**config.mk**
```make
export PLATFORM = sky130hd
export DESIGN_NAME = rob_result_buffer
export DESIGN_NICKNAME = d
export VERILOG_FILES = /design/src/rtl/rob_result_buffer.sv
export SDC_FILE = /design/constraint.sdc
export NUM_CORES = 2
export LEC_CHECK = 0
export CAP_MARGIN = 20
export CORE_MARGIN = 5
export CORE_UTILIZATION = 40
export CTS_BUF_LIST = sky130_fd_sc_hd__clkbuf_8
export CTS_CLUSTER_SIZE = 12
export DETAILED_ROUTE_END_ITERATION = 7
export SYNTH_ARGS = -nofsm -noshare
export SYNTH_HDL_FRONTEND = slang
export SYNTH_SLANG_ARGS = --single-unit
```
**constraint.sdc**
```tcl
create_clock -name clk -period 5.95 [get_ports clk]
set_clock_uncertainty 0.2 [all_clocks]
set_input_delay 1.19 -clock clk [delete_from_list [all_inputs] [get_ports clk]]
set_output_delay 1.19 -clock clk [all_outputs]
set_load 0.1 [all_outputs]
```
**src/rtl/rob_result_buffer.sv**
```systemverilog
// Slot-indexed result store for a 2-wide ROB: writeback fill, operand read by slot, registered RF commit.
// Optional same-cycle fill-to-read bypass is enabled by defining RESULT_BUF_BYPASS_EN.
module rob_result_buffer #(
   parameter int DATA_W = 32,
   parameter int SLOT_W = 5,
   parameter int SLOTS  = 32
) (
   input  logic              clk,
   input  logic              reset,
   input  logic              alloc_val_1,
   input  logic [SLOT_W-1:0] alloc_slot_1,
   input  logic              alloc_val_2,
   input  logic [SLOT_W-1:0] alloc_slot_2,
   input  logic              fill_val_1,
   input  logic [SLOT_W-1:0] fill_slot_1,
   input  logic [DATA_W-1:0] fill_data_1,
   input  logic              fill_val_2,
   input  logic [SLOT_W-1:0] fill_slot_2,
   input  logic [DATA_W-1:0] fill_data_2,
   input  logic [SLOT_W-1:0] src00_slot,
   input  logic [SLOT_W-1:0] src01_slot,
   input  logic [SLOT_W-1:0] src10_slot,
   input  logic [SLOT_W-1:0] src11_slot,
   output logic [DATA_W-1:0] src00_data,
   output logic [DATA_W-1:0] src01_data,
   output logic [DATA_W-1:0] src10_data,
   output logic [DATA_W-1:0] src11_data,
   output logic              src00_ready,
   output logic              src01_ready,
   output logic              src10_ready,
   output logic              src11_ready,
   input  logic              commit_val_1,
   input  logic [SLOT_W-1:0] commit_slot_1,
   input  logic              commit_wen_1,
   input  logic [4:0]        commit_waddr_1,
   input  logic              commit_val_2,
   input  logic [SLOT_W-1:0] commit_slot_2,
   input  logic              commit_wen_2,
   input  logic [4:0]        commit_waddr_2,
   output logic              rf_wen_1,
   output logic [4:0]        rf_waddr_1,
   output logic [DATA_W-1:0] rf_wdata_1,
   output logic              rf_wen_2,
   output logic [4:0]        rf_waddr_2,
   output logic [DATA_W-1:0] rf_wdata_2,
   output logic [SLOT_W:0]   pending_cnt,
   output logic              commit_err
);

   logic [DATA_W-1:0] data_r [SLOTS];
   logic [SLOTS-1:0]  ready_r;

   // Read ports 0..3 are the operand sources, 4..5 the two commit lookups.
   logic [SLOT_W-1:0] rd_slot_s  [6];
   logic [DATA_W-1:0] rd_data_s  [6];
   logic              rd_ready_s [6];

   logic              fill_new_1_s;
   logic              fill_new_2_s;
   logic [SLOT_W:0]   pending_nxt_s;

   assign rd_slot_s[0] = src00_slot;
   assign rd_slot_s[1] = src01_slot;
   assign rd_slot_s[2] = src10_slot;
   assign rd_slot_s[3] = src11_slot;
   assign rd_slot_s[4] = commit_slot_1;
   assign rd_slot_s[5] = commit_slot_2;

   assign src00_data  = rd_data_s[0];
   assign src01_data  = rd_data_s[1];
   assign src10_data  = rd_data_s[2];
   assign src11_data  = rd_data_s[3];
   assign src00_ready = rd_ready_s[0];
   assign src01_ready = rd_ready_s[1];
   assign src10_ready = rd_ready_s[2];
   assign src11_ready = rd_ready_s[3];

   // Array lookup for every read port, with fill port 2 overriding port 1 when bypassing.
   always_comb begin
      for (int i = 0; i < 6; i++) begin
         rd_data_s[i]  = data_r[rd_slot_s[i]];
         rd_ready_s[i] = ready_r[rd_slot_s[i]];
`ifdef RESULT_BUF_BYPASS_EN
         if (fill_val_2 && (fill_slot_2 == rd_slot_s[i])) begin
            rd_data_s[i]  = fill_data_2;
            rd_ready_s[i] = 1'b1;
         end else if (fill_val_1 && (fill_slot_1 == rd_slot_s[i])) begin
            rd_data_s[i]  = fill_data_1;
            rd_ready_s[i] = 1'b1;
         end else begin
            rd_ready_s[i] = ready_r[rd_slot_s[i]];
         end
`endif
      end
   end

   // A fill only retires a pending entry if the slot was unready and not re-allocated on the same edge.
   always_comb begin
      fill_new_1_s = fill_val_1 && !ready_r[fill_slot_1]
                     && !(alloc_val_1 && (alloc_slot_1 == fill_slot_1))
                     && !(alloc_val_2 && (alloc_slot_2 == fill_slot_1))
                     && !(fill_val_2 && (fill_slot_2 == fill_slot_1));
      fill_new_2_s = fill_val_2 && !ready_r[fill_slot_2]
                     && !(alloc_val_1 && (alloc_slot_1 == fill_slot_2))
                     && !(alloc_val_2 && (alloc_slot_2 == fill_slot_2));
      pending_nxt_s = pending_cnt
                      + (SLOT_W+1)'(alloc_val_1) + (SLOT_W+1)'(alloc_val_2)
                      - (SLOT_W+1)'(fill_new_1_s) - (SLOT_W+1)'(fill_new_2_s);
   end

   // Result data array; deliberately not reset, writes suppressed while reset is held.
   always_ff @(posedge clk) begin
      if (!reset) begin
         if (fill_val_1) data_r[fill_slot_1] <= fill_data_1;
         if (fill_val_2) data_r[fill_slot_2] <= fill_data_2;
      end
   end

   // Ready bits: allocation clears after fills so alloc wins a same-slot conflict.
   always_ff @(posedge clk) begin
      if (reset) begin
         ready_r     <= '0;
         pending_cnt <= '0;
      end else begin
         if (fill_val_1)  ready_r[fill_slot_1]  <= 1'b1;
         if (fill_val_2)  ready_r[fill_slot_2]  <= 1'b1;
         if (alloc_val_1) ready_r[alloc_slot_1] <= 1'b0;
         if (alloc_val_2) ready_r[alloc_slot_2] <= 1'b0;
         pending_cnt <= pending_nxt_s;
      end
   end

   // Commit stage: registered RF write ports; address and data hold when idle.
   always_ff @(posedge clk) begin
      if (reset) begin
         rf_wen_1   <= 1'b0;
         rf_waddr_1 <= 5'd0;
         rf_wdata_1 <= '0;
         rf_wen_2   <= 1'b0;
         rf_waddr_2 <= 5'd0;
         rf_wdata_2 <= '0;
         commit_err <= 1'b0;
      end else begin
         if (commit_val_1 && commit_wen_1) begin
            rf_wen_1   <= 1'b1;
            rf_waddr_1 <= commit_waddr_1;
            rf_wdata_1 <= rd_data_s[4];
         end else begin
            rf_wen_1   <= 1'b0;
         end
         if (commit_val_2 && commit_wen_2) begin
            rf_wen_2   <= 1'b1;
            rf_waddr_2 <= commit_waddr_2;
            rf_wdata_2 <= rd_data_s[5];
         end else begin
            rf_wen_2   <= 1'b0;
         end
         if ((commit_val_1 && !rd_ready_s[4]) || (commit_val_2 && !rd_ready_s[5])) begin
            commit_err <= 1'b1;
         end
      end
   end

endmodule
```
# Word level (Yosys, flattened, before mapping)

Memories as Yosys holds them, arrays and structs flattened. A register that Yosys moved wholly into a read port is not among the register bits.
Index checks and enable logic that the tools add are counted.

Multiplexer cells: 39
Add/subtract/negate cells: 4
Bitwise operators: 6
Shift operators: 0
Multipliers: 0
Div/mod/pow operators: 0
Equal/unequal tests: 5
Magnitude comparators: 14
Reductions and logical operators: 30

Operator list:

| cell                                                       | number |
|---|---|
| 2-to-1 mux 32 bit                                          | 7 |
| bitwise AND 32 bit                                         | 2 |
| inverter 32 bit                                            | 2 |
| OR 32 bit                                                  | 2 |
| less-than comparator 5 x 6 -> 1 bit, second input constant | 10 |
| binary-select mux 1 bit (select 5 bit)                     | 8 |
| equality test 5 bit                                        | 5 |
| demux 1 bit (select 5 bit)                                 | 4 |
| >= comparator 5 x 1 -> 1 bit, second input constant        | 4 |
| logical AND 1 bit                                          | 20 |
| 2-to-1 mux 1 bit                                           | 20 |
| adder 6 x 1 -> 6 bit                                       | 2 |
| subtractor 6 x 1 -> 6 bit                                  | 2 |
| zero test 1 bit                                            | 9 |
| logical OR 1 bit                                           | 1 |

Memories: 1
Logic and storage cells: 106
Bits of input ports: 134
ROM bits: 0
RAM bits: 1024
Bits in latches: 0
Bits in registers: 51

Memories:

| name   | depth | width | read ports | clocked after Yosys merged registers in | wr ports | line | RTL |
|---|---|---|---|---|---|---|---|
| data_r | 32    | 32    | 6          | 2                                       | 2        | 50   | `logic [DATA_W-1:0] data_r [SLOTS];` |

# Depth between registers and ports, before layout

Word-level depth: 15
Depth in mapped cells: 16

# Worst setup path after synthesis

OpenSTA, ideal clock, no wires.

Path kind: input-to-reg
Start point: in fill_slot_2[0]
End point: reg pending_cnt[5]
Data arrival time: 4665 ps
Stages on the path: 16
Buffers on the path: 2
Setup slack: 957 ps
Path through: clkbuf_1 > buf_2 > mux4_2 > mux2_2 > a22oi_1 > nor2_1 > nor3_1 > fa_1 > inv_1 > fa_1 > ha_1 > fa_1 > a21o_1 > a21oi_1 > xnor2_1 > nor2_1

Longest elaborated chain between the ends: 7

RTL lines:

| item                                                                              | line | RTL |
|---|---|---|
| start: declaration                                                                | 18   | `input logic [SLOT_W-1:0] fill_slot_2,` |
| parallel branches: the longest is 6 deep, another holds subtractor 6 x 1 -> 6 bit | --   |  |
| subtractor 6 x 1 -> 6 bit (*)                                                     | 108  | `- (SLOT_W+1)'(fill_new_1_s) - (SLOT_W+1)'(fill_new_2_s);` |
| end signal: assignment                                                            | 129  | `pending_cnt <= pending_nxt_s;` |
| end: declaration                                                                  | 46   | `output logic [SLOT_W:0] pending_cnt,` |

Every way passes the cells marked *. The select of a mux whose other input is x is not followed.
A chain may end at the register's enable or synchronous reset.

# Final worst setup path

Start point: in src00_slot[0]
End point: out src00_data[18]

Longest elaborated chain between the ends: 1

RTL lines:

| item                 | line | RTL |
|---|---|---|
| start: declaration   | 20   | `input logic [SLOT_W-1:0] src00_slot,` |
| memory (32 x 32 bit) | --   |  |
| end: declaration     | 24   | `output logic [DATA_W-1:0] src00_data,` |

No other way between the ends.

==> summary.txt <==
Worst setup path
  – Critical Path AT: ~3.8 ns
  – Crit end category: primary output
  – Family with the most delay on the worst path: multiplexers
  – Critical Path Most Common Cell: mux4_2
  – Buf+Inv Stages, Crit Path: 3
  – Worst path required time: approximately 4.6 ns
  – Reg2reg setup slack: roughly 1.9 ns
  – Setup CP Type: in2out
  – Startpoint Class: input pin
  – CP max FO: 22
  – Max incr delay on CP: roughly 0.57 ns
  – Critical path cell sequence: buf_8 -> buf_4 -> mux4_2 -> mux4_2 -> mux2_2 -> buf_12
  – Worst path slowest cell: mux4_2

Detailed routing
  – Via Count: 71674
  – Routed len/inst: between 40 and 50 µm
  – DRT Wirelength: roughly 440 mm
  – Detail Route Antenna Nets: 0
  – Initial DRC count: around 10000
  – DR pass1 iterations: 6
  – Vias/cell: approximately 7.6
  – # DRC: 0

Floorplanning
  – I/O pins: between 300 and 400
  – Starting Density: 0.4024
  – Row count: around 180
  – Core ar.: between 200000 and 250000 µm²
  – Die area: between 200000 and 300000 µm²
  – Die height: around 510 µm
  – Chip Width: approximately 510 µm

Synth
  – #FFs+latches synth: around 1100
  – Cells after Synth: 5835
  – Number of synthesized flops with an enable pin: 1024
  – Area share of and/or/nand/nor cells after synthesis: 0.01223
  – Main combinational cell family by area after synthesis: multiplexers
  – Avg Inst Size Synth: about 17 µm²
  – Synth unique cells: 46
  – Post-synthesis compound-gate area fraction: 0.01333
  – XOR/XNOR Fraction of Synth Area: 0.002562
  – Proportion of synthesized area in mux cells: 0.5959
  – Top_reg_cell synth: edfxtp_1
  – Post-synthesis adder-cell area fraction: 0.001237
  – Post-Syn Nets: between 5000 and 6000
  – Seq/Total Area, Yosys: 0.3334
  – Mapped Area: roughly 100000 µm²
  – Async SR Flop Fraction: 0
  – Yosys Warn Count: 0

Outcome
  – Status: finished clean

Power
  – Pwr dens: around 210 nW/µm²
  – Power share of the combinational group: 0.279
  – Peak supply drop: around 0.16 mV
  – Int Pwr: 15.62 mW
  – Sequential Power Share: 0.386
  – Switching portion of total power: 0.3355
  – Switch Pwr: approximately 7.9 mW
  – Power, Total: 23.51 mW
  – Clk pwr share: 0.336
  – Leakage power: between 30 and 40 nW

Timing
  – # setup viols final: 0
  – Fin crit period: 5.152 ns
  – WHS: between 0.2 and 0.3 ns
  – Max frequency: about 190 MHz
  – Tightest Pin Transition: 1.220 ns
  – Final Hold Viols: 0
  – Max Transition Viols Final: 0
  – Final WS setup: between 0.7 and 0.8 ns
  – Fin Setup TNS: 0 ns
  – Slew HR: 0.1840
  – RSZ-0062 raised after global routing: no
  – Crit share post-route: 0.8658

CTS
  – TritonCTS Sinks: between 1000 and 1500
  – CTS Buf Count: around 210
  – Longest Clk Path Bufs: 3
  – Clock Root Buffer: clkbuf_8
  – Clock slew at reported path FFs: approximately 0.050 ns
  – Post-CTS Setup Inserts: 0
  – CTS tree: built
  – Post_cts resized: 0
  – Clk_lat worst skew: 1.03 ns
  – CTS Hold Buffers Added: 0
  – Number of H-tree levels: 4

Flow run
  – Max-Cap Viols: 0

Placement
  – PortBufs: 348
  – DP Cell Count: 8969
  – Detailed Place HPWL: roughly 260 mm
  – DP Worst Slack: between 0.4 and 0.5 ns
  – Routability cong.: between 0.9 and 1

Final layout
  – Synth-to-layout area growth: 13.55%
  – Most frequent cells in the layout: mux4_2, mux2_2, edfxtp_1
  – Layout Cells excl Fill: between 9000 and 10000
  – Most common cell after layout, fill and taps aside: mux4_2
  – Layout Nets: approximately 6000
  – Layout cells sized above 1: 0.6284

Global route
  – Number of global-route vias before repair: between 60000 and 70000
  – Largest net degree at the start of global routing: between 60 and 70
  – Global route total overflow: 0
  – Initial antenna violation count: 26
  – First-pass GRT wire length: between 600 and 700 mm
  – Total track usage: 0.3342

Worst hold path
  – Worst Hold Class: reg2reg
routing by layer:
metal,GRT usage,routed length (µm),up-vias
li1,-,-,25907
met1,0.4184,148600,37940
met2,0.4964,195200,6326
met3,0.1204,60560,1481
met4,0.2047,31910,20
met5,0,133,-
path summary, 6_finish.rpt:
| check | startpoint | cells past startpoint | endpoint |
|---|---|---|---|
| min reg2reg | rf_waddr_1[4]$_SDFFE_PP0P_ | 2 | rf_waddr_1[4]$_SDFFE_PP0P_ |
| min | rf_waddr_1[4]$_SDFFE_PP0P_ | 2 | rf_waddr_1[4]$_SDFFE_PP0P_ |
| max reg2reg | ready_r[7]$_SDFF_PP0_ | 14 | pending_cnt[5]$_SDFF_PP0_ |
| max | src00_slot[0] | 6 | src00_data[18] |
tightest hold or removal path, cell delays in order, from the launching register on:
cell and delay [ns]:
dfxtp_1 0.30, nand2_1 0.05, a21oi_1 0.05
kinds of logic after synthesis:
| kind of cell | after synthesis |
|---|---|
| XOR/XNOR | 29 |
| adder cells (fa/ha/maj) | 8 |
| buffers and inverters | 869 |
| AO/OA/AOI/OAI | 185 |
| AND/OR/NAND/NOR | 259 |
| multiplexers | 3346 |
| flip-flops | 1139 |
sequential cells by signal, indices dropped and copies added (netlist names):
register / flops
rf_wdata_1: 32
ready_r: 32
rf_wdata_2: 32
rf_wen_2: 1
commit_err: 1
pending_cnt: 6
rf_wen_1: 1
rf_waddr_1: 5
rf_waddr_2: 5
data_r: 1024
cells in the mapped netlist, drive strengths merged, types with 3 or more instances:
cell,n,share of area
or3b,3,0.00027
or3,4,0.00025
nor4,5,0.00032
mux2i,259,0.026
xor2,22,0.0019
ha,5,0.00063
nand2,48,0.0018
mux4,1929,0.44
nand3,14,0.00071
and2,3,0.00019
nand3b,11,0.00083
buf,418,0.024
mux2,1158,0.13
inv,40,0.0015
nor3,7,0.00040
nand2b,3,0.00019
clkbuf,411,0.016
xnor2,7,0.00062
dfxtp,115,0.023
and3,4,0.00025
and3b,4,0.00035
edfxtp,1024,0.31
a22oi,38,0.0029
a21oi,12,0.00061
a21o,3,0.00023
nor2b,12,0.00076
a211oi,94,0.0071
fa,3,0.00061
nor2,130,0.0049
o22ai,32,0.0020
nor3b,8,0.00076
per-stage QoR:
step,instance area [µm²],utilization
final,112600,0.4569
after global routing,112500,0.4567
after CTS,111800,0.4536
after detailed placement,107600,0.4366
after global placement,107500,0.4363
after floorplan,99140,-
power by group through the flow:
stage / combinational, mW / clock, mW / sequential, mW
2_1_floorplan: 4.17 / 0 / 9.53
3_3_place_gp: 6.39 / 0 / 9.22
3_5_place_dp: 6.43 / 0 / 9.23
4_1_cts: 6.45 / 7.97 / 9.07
5_1_grt: 6.75 / 8.33 / 9.09
6_report: 6.55 / 7.89 / 9.07
final cells by class:
class                   instances  area (µm²)
clock inverters               167        1046
inverters                      40       155.1
multi-input cells            3827       62470
clock buffers                 228        3138
well taps                    3312        4144
diodes                         21       52.55
fillers                     21336      133800
flip-flops and latches       1139       33050
repair buffers                686        8508
Power figures use the tool's default switching activity.
